`config.mk`:
```
export PLATFORM = sky130hd
export DESIGN_NAME = spi_rx
export DESIGN_NICKNAME = d
export VERILOG_FILES = /design/src/rtl/spi_pkg.sv /design/src/rtl/spi_rx_fifo.sv /design/src/rtl/spi_rx.sv
export SDC_FILE = /design/constraint.sdc
export NUM_CORES = 1
export LEC_CHECK = 0
export ABC_AREA = 1
export CAP_MARGIN = 20
export CORE_MARGIN = 2
export CORE_UTILIZATION = 45
export DETAILED_ROUTE_END_ITERATION = 6
export PLACE_DENSITY = 0.67
export SLEW_MARGIN = 0
export SYNTH_ARGS = -nofsm -noshare
export SYNTH_HDL_FRONTEND = slang
export SYNTH_HIERARCHICAL = 1
export SYNTH_SLANG_ARGS = --single-unit
```
`constraint.sdc`:
```
create_clock -name clk_62p5mhz -period 2.2 [get_ports clk_62p5mhz]
set_clock_uncertainty 0.1 [all_clocks]
set_input_delay 0.44 -clock clk_62p5mhz [delete_from_list [all_inputs] [get_ports clk_62p5mhz]]
set_output_delay 0.44 -clock clk_62p5mhz [all_outputs]
set_load 0.02 [all_outputs]
```
`src/rtl/spi_pkg.sv`:
```
// Shared types and constants for the SPI slave receive path.
// Holds FSM encodings, the D/C tag values and the wire idle levels.
package spi_pkg;

    typedef enum logic {
        SPI_RX_IDLE  = 1'b0,
        SPI_RX_SHIFT = 1'b1
    } spi_rx_state_t;

    localparam logic SPI_DATA     = 1'b1;
    localparam logic SPI_CMD      = 1'b0;
    localparam int   SPI_BITS     = 8;
    localparam logic SPI_SCK_IDLE = 1'b1;

    // One queued entry: D/C tag above the received byte.
    typedef struct packed {
        logic                dc;
        logic [SPI_BITS-1:0] data;
    } spi_word_t;

endpackage

```
`src/rtl/spi_rx_fifo.sv`:
```
// First-word fall-through FIFO holding tagged SPI bytes.
// rdata shows the head combinationally and reads as zero while empty.
module spi_rx_fifo #(
    parameter int DEPTH = 4,
    parameter int WIDTH = 9,
    localparam int LW = $clog2(DEPTH + 1),
    localparam int PW = $clog2(DEPTH)
) (
    input  logic             clk_62p5mhz,
    input  logic             reset,
    input  logic             push,
    input  logic             pop,
    input  logic [WIDTH-1:0] wdata,
    output logic [WIDTH-1:0] rdata,
    output logic             full,
    output logic             empty,
    output logic [LW-1:0]    level
);

    logic [WIDTH-1:0] mem [DEPTH];
    logic [PW-1:0]    wr_ptr;
    logic [PW-1:0]    rd_ptr;
    logic             push_ok;
    logic             pop_ok;

    assign empty = (level == '0);
    assign full  = (level == LW'(DEPTH));

    // A pop on an empty FIFO is ignored; a push into a full FIFO only
    // lands when the same cycle frees a slot.
    assign pop_ok  = pop && !empty;
    assign push_ok = push && (!full || pop_ok);

    assign rdata = empty ? '0 : mem[rd_ptr];

    always_ff @(posedge clk_62p5mhz) begin
        if (reset) begin
            wr_ptr <= '0;
            rd_ptr <= '0;
            level  <= '0;
        end else begin
            if (push_ok) wr_ptr <= wr_ptr + 1'b1;
            if (pop_ok)  rd_ptr <= rd_ptr + 1'b1;
            case ({push_ok, pop_ok})
                2'b10:   level <= level + 1'b1;
                2'b01:   level <= level - 1'b1;
                default: level <= level;
            endcase
        end
    end

    always_ff @(posedge clk_62p5mhz) begin
        if (push_ok) mem[wr_ptr] <= wdata;
    end

endmodule

```
`src/rtl/spi_rx.sv`:
```
// SPI mode-3 style slave receiver: synchronizes the pins, shifts MSB-first
// bytes on sck rising edges and queues {dc, byte} for the CPU to pop.
// Read handshake: rdata is valid whenever valid=1; a word is consumed on
// every cycle where rd && valid, and rd with valid=0 has no effect.
module spi_rx
    import spi_pkg::*;
#(
    parameter int DEPTH       = 4,
    parameter int SYNC_STAGES = 2
) (
    input  logic                       clk_62p5mhz,
    input  logic                       reset,
    input  logic                       sck_in,
    input  logic                       sdi_in,
    input  logic                       cs_in_,
    input  logic                       dc_in,
    input  logic                       rd,
    input  logic                       clr_err,
    output logic [SPI_BITS:0]          rdata,
    output logic                       valid,
    output logic [$clog2(DEPTH+1)-1:0] level,
    output logic                       overrun,
    output logic                       frame_err,
    output logic                       busy
);

    logic [SYNC_STAGES-1:0] sck_sync;
    logic [SYNC_STAGES-1:0] sdi_sync;
    logic [SYNC_STAGES-1:0] cs_sync;
    logic [SYNC_STAGES-1:0] dc_sync;
    logic                   sck_prev;
    logic                   sck_s;
    logic                   sdi_s;
    logic                   cs_s;
    logic                   dc_s;
    logic                   sck_rise;

    spi_rx_state_t          state;
    logic [2:0]             bit_cnt;
    logic [SPI_BITS-1:0]    shift_reg;
    logic                   byte_done;
    logic                   fifo_full;
    logic                   fifo_empty;
    spi_word_t              push_word;

    assign sck_s    = sck_sync[SYNC_STAGES-1];
    assign sdi_s    = sdi_sync[SYNC_STAGES-1];
    assign cs_s     = cs_sync[SYNC_STAGES-1];
    assign dc_s     = dc_sync[SYNC_STAGES-1];
    assign sck_rise = sck_s & ~sck_prev;

    // All four pins share one path depth so sdi/dc/cs_ stay aligned with sck.
    always_ff @(posedge clk_62p5mhz) begin
        if (reset) begin
            sck_sync <= {SYNC_STAGES{SPI_SCK_IDLE}};
            cs_sync  <= '1;
            sdi_sync <= '0;
            dc_sync  <= '0;
            sck_prev <= SPI_SCK_IDLE;
        end else begin
            sck_sync <= {sck_sync[SYNC_STAGES-2:0], sck_in};
            cs_sync  <= {cs_sync[SYNC_STAGES-2:0], cs_in_};
            sdi_sync <= {sdi_sync[SYNC_STAGES-2:0], sdi_in};
            dc_sync  <= {dc_sync[SYNC_STAGES-2:0], dc_in};
            sck_prev <= sck_s;
        end
    end

    // cs_ deassertion takes priority over an sck edge seen on the same cycle.
    assign byte_done = (state == SPI_RX_SHIFT) && !cs_s && sck_rise
                       && (bit_cnt == 3'(SPI_BITS - 1));
    assign push_word = '{dc: dc_s, data: {shift_reg[SPI_BITS-2:0], sdi_s}};

    always_ff @(posedge clk_62p5mhz) begin
        if (reset) begin
            state     <= SPI_RX_IDLE;
            bit_cnt   <= '0;
            shift_reg <= '0;
            frame_err <= 1'b0;
            busy      <= 1'b0;
        end else begin
            if (clr_err) frame_err <= 1'b0;
            case (state)
                SPI_RX_IDLE: begin
                    bit_cnt <= '0;
                    if (!cs_s) begin
                        state <= SPI_RX_SHIFT;
                        busy  <= 1'b1;
                    end
                end
                SPI_RX_SHIFT: begin
                    if (cs_s) begin
                        state     <= SPI_RX_IDLE;
                        busy      <= 1'b0;
                        bit_cnt   <= '0;
                        shift_reg <= '0;
                        if (bit_cnt != '0) frame_err <= 1'b1;
                    end else if (sck_rise) begin
                        shift_reg <= {shift_reg[SPI_BITS-2:0], sdi_s};
                        bit_cnt   <= bit_cnt + 3'd1;
                    end
                end
                default: begin
                    state <= SPI_RX_IDLE;
                    busy  <= 1'b0;
                end
            endcase
        end
    end

    always_ff @(posedge clk_62p5mhz) begin
        if (reset) begin
            overrun <= 1'b0;
        end else begin
            if (clr_err) overrun <= 1'b0;
            if (byte_done && fifo_full && !rd) overrun <= 1'b1;
        end
    end

    spi_rx_fifo #(
        .DEPTH (DEPTH),
        .WIDTH (SPI_BITS + 1)
    ) u_fifo (
        .clk_62p5mhz (clk_62p5mhz),
        .reset       (reset),
        .push        (byte_done),
        .pop         (rd),
        .wdata       (push_word),
        .rdata       (rdata),
        .full        (fifo_full),
        .empty       (fifo_empty),
        .level       (level)
    );

    assign valid = ~fifo_empty;

endmodule

```
==> results.cfg, run 1 <==
[critical_path]
max_stage_delay_ns = 0.41
critical_path.cell_chain = nor2_4 > nand2_2 > clkinv_1 > buf_4 > a21oi_1 > dlygate4sd2_1
critPathBufInv = 3
cpLargestDelayFamily = buffers and inverters
worst-setup-path-type = flop to output pin
cp_max_fo = 10
required_ns = 1.66
startpoint_type = flop
arrival_ns = 1.57
critical_path.endpoint_type = output pin
slowest_stage = dfxtp_1

[placed_design]
finalWeightedCongestion = 0.788
port_buffers = 23
dp_hpwl_mm = 3.37

[routing]
totalWireLength_mm = 4.99
ant_nets = 0
drt_iter0_drc = 73
drt_pass1_iterations = 4
vias_per_cell = 4.75
wl_per_cell_um = 11.9
via_count = 1999
drcViolationCount = 0

[clock_network]
cts_tree = done
cts.sinks = 68
clkTransAtPathRegs_ns = 0.07
clock_latency_ns = 0.33
cts_setup_buffers = 0
clockRootBuffer = clkbuf_8
h-tree-depth = 3
cts.path.max_buffers = 2
cts_inserted_buffers = 9
cts_hold_buf = 0

[logic_synthesis]
ys_seq_area_share_pct = 60.1
syn_nets = 313
synth_edf_count = 36
synth_top_area_share_pct = 37.7
netlist_area_mm2 = 0.00286
synth.ff_latch_count = 68
synth_most_common_cell = nor2_1
synthCells = 296
yosysTopAreaCell = edfxtp_1
synthArstFlopShare_pct = 0
synthesis.area_per_instance_um2 = 9.68
ys_top_cells_by_area = edfxtp_1, dfxtp_1, nor2_1
ys_top_cells_by_count = nor2_1, edfxtp_1, inv_1, dfxtp_1, nand2_1
ys_types = 26
ys.flop_type = edfxtp_1
yosysWarnings = 6

[floorplan]
num_rows = 29
core_area_mm2 = 0.00624
io_pins = 24
die_area_mm2 = 0.00702
initial_core_util_pct = 45.9
die_x_um = 83.8
die_h_um = 83.8

[finish]
area_delta_synth_final_pct = 19.4
n_antenna_cell = 0
largest_register_ff_count = 36
fin_util_pct = 54.8
drive_above_1_share_pct = 19.5
fillers = 562
nets = 357

[power_and_ir_drop]
powerDensity_mw_per_mm2 = 952
p_total_mw = 3.25
peakVddDrop_v = 0.000569
leakage_nw = 1.42

[timing]
finalSetupViolCount = 0
drv_slew = 0
relSlewSlack_pct = 64.8
hold_violations = 0
tightest_slew_ns = 0.527
grt_setup_unrepaired = yes
layout_min_cycle_time_ns = 2.11
fmax_ghz = 0.475
period_share_pct = 95.8

[global_route]
antenna_found_initial = 0
overflow = 0
grt_pass1_vias = 1934
grt_pass1_wl_mm = 8.74
grt_max_degree = 19
grt_usage_pct = 16.0

[flow_run]
maxCapViolCount = 0

[run_status]
status = complete, no violations

[worst_hold_path]
hold_class = flop to flop
==> power by group <==
group	total, mW	internal (mW)	switching (mW)
clock	0.830	0.391	0.439
sequential	1.44	1.39	0.0564
combinational	0.982	0.382	0.599
==> path summary, 6_finish.rpt <==
check	depth (start not counted)	slack, ns	from	endpoint
setup / recovery	6	0.09	u_fifo/level[1]	rdata[8]
hold / removal	2	0.31	sdi_sync[0]	sdi_sync[1]
setup reg to reg	12	0.16	bit_cnt[0]	u_fifo/level[2]
hold reg to reg	2	0.31	sdi_sync[0]	sdi_sync[1]
==> through the flow <==
step	hold WS [ns]	worst slack (ns)	setup TNS [ns]	std cells	cell area (µm²)
after global placement	0.292	-0.0418	-0.739	406	3290
after detailed placement	0.297	-0.110	-1.59	406	3290
after CTS	0.310	0.0153	0	421	3440
after global routing	0.324	-0.0598	-0.0598	421	3420
after floorplan	0.288	0.0916	0	296	2860
final	0.306	0.0932	0	421	3420
==> final cells by class <==
class / instances / area [µm²] / share of cell area, %
flip-flops and latches: 68 / 1720 / 50.4
multi-input cells: 181 / 941 / 27.5
repair buffers: 40 / 350 / 10.2
inverters: 40 / 153 / 4.46
clock buffers: 9 / 124 / 3.62
well taps: 77 / 96.3 / 2.82
clock inverters: 6 / 32.5 / 0.951
==> cell usage in the layout, fill, tap and decap left out, types with 4 or more instances in the layout <==
| cell type | instances |
|---|---|
| a21oi_1 | 19 |
| buf_4 | 15 |
| clkbuf_2 | 6 |
| clkbuf_8 | 9 |
| clkdlybuf4s50_1 | 13 |
| clkinv_2 | 5 |
| dfxtp_1 | 31 |
| edfxtp_1 | 36 |
| ha_1 | 8 |
| inv_1 | 32 |
| inv_2 | 5 |
| nand2_1 | 24 |
| nand2_2 | 7 |
| nand2_4 | 4 |
| nand3_1 | 9 |
| nand4_1 | 6 |
| nor2_1 | 69 |
| nor2_2 | 4 |
| o21ai_0 | 16 |
| o21ai_1 | 6 |
| or2_2 | 4 |
==> repair_timing <==
action,4_1_cts,5_1_grt
setup endpoints to repair,19,10
pin swaps,0,1
resized for setup,13,15
==> worst min-delay path: stages (launching register included) <==
cell     delay [ns]
dfxtp_1        0.30
inv_1          0.04
nor2_1         0.03
==> per-layer routing <==
layer / vias up / GRT usage (%) / part of all wire [%]
li1: 1043 / - / -
met1: 913 / 19.5 / 46
met2: 33 / 26.5 / 48
met3: 10 / 4.95 / 4.1
met4: 0 / 6.74 / 1.8
met5: - / 0 / 0
==> kinds of logic (layout without fill, tap and decap cells) <==
logic type,Yosys count,in the layout,share of synthesized area [%]
DFF,68,68,60.1
buffers and inverters,47,95,7.21
AOI/OAI and AO/OA,43,43,8.00
and+or+nand+nor,129,129,20.5
adders and majority gates,9,9,4.19
Note: power is estimated with default switching activity, not from simulation.
==> inputs of run 2 (changes only) <==
--- a/config.mk
+++ b/config.mk
@@ -6,7 +6,6 @@
 export NUM_CORES = 1
 export LEC_CHECK = 0
 export ABC_AREA = 1
-export CAP_MARGIN = 20
 export CORE_MARGIN = 2
 export CORE_UTILIZATION = 45
 export DETAILED_ROUTE_END_ITERATION = 6
==> results of run 2 <==
Final layout, timing and power as in run 1 (identical DEF).
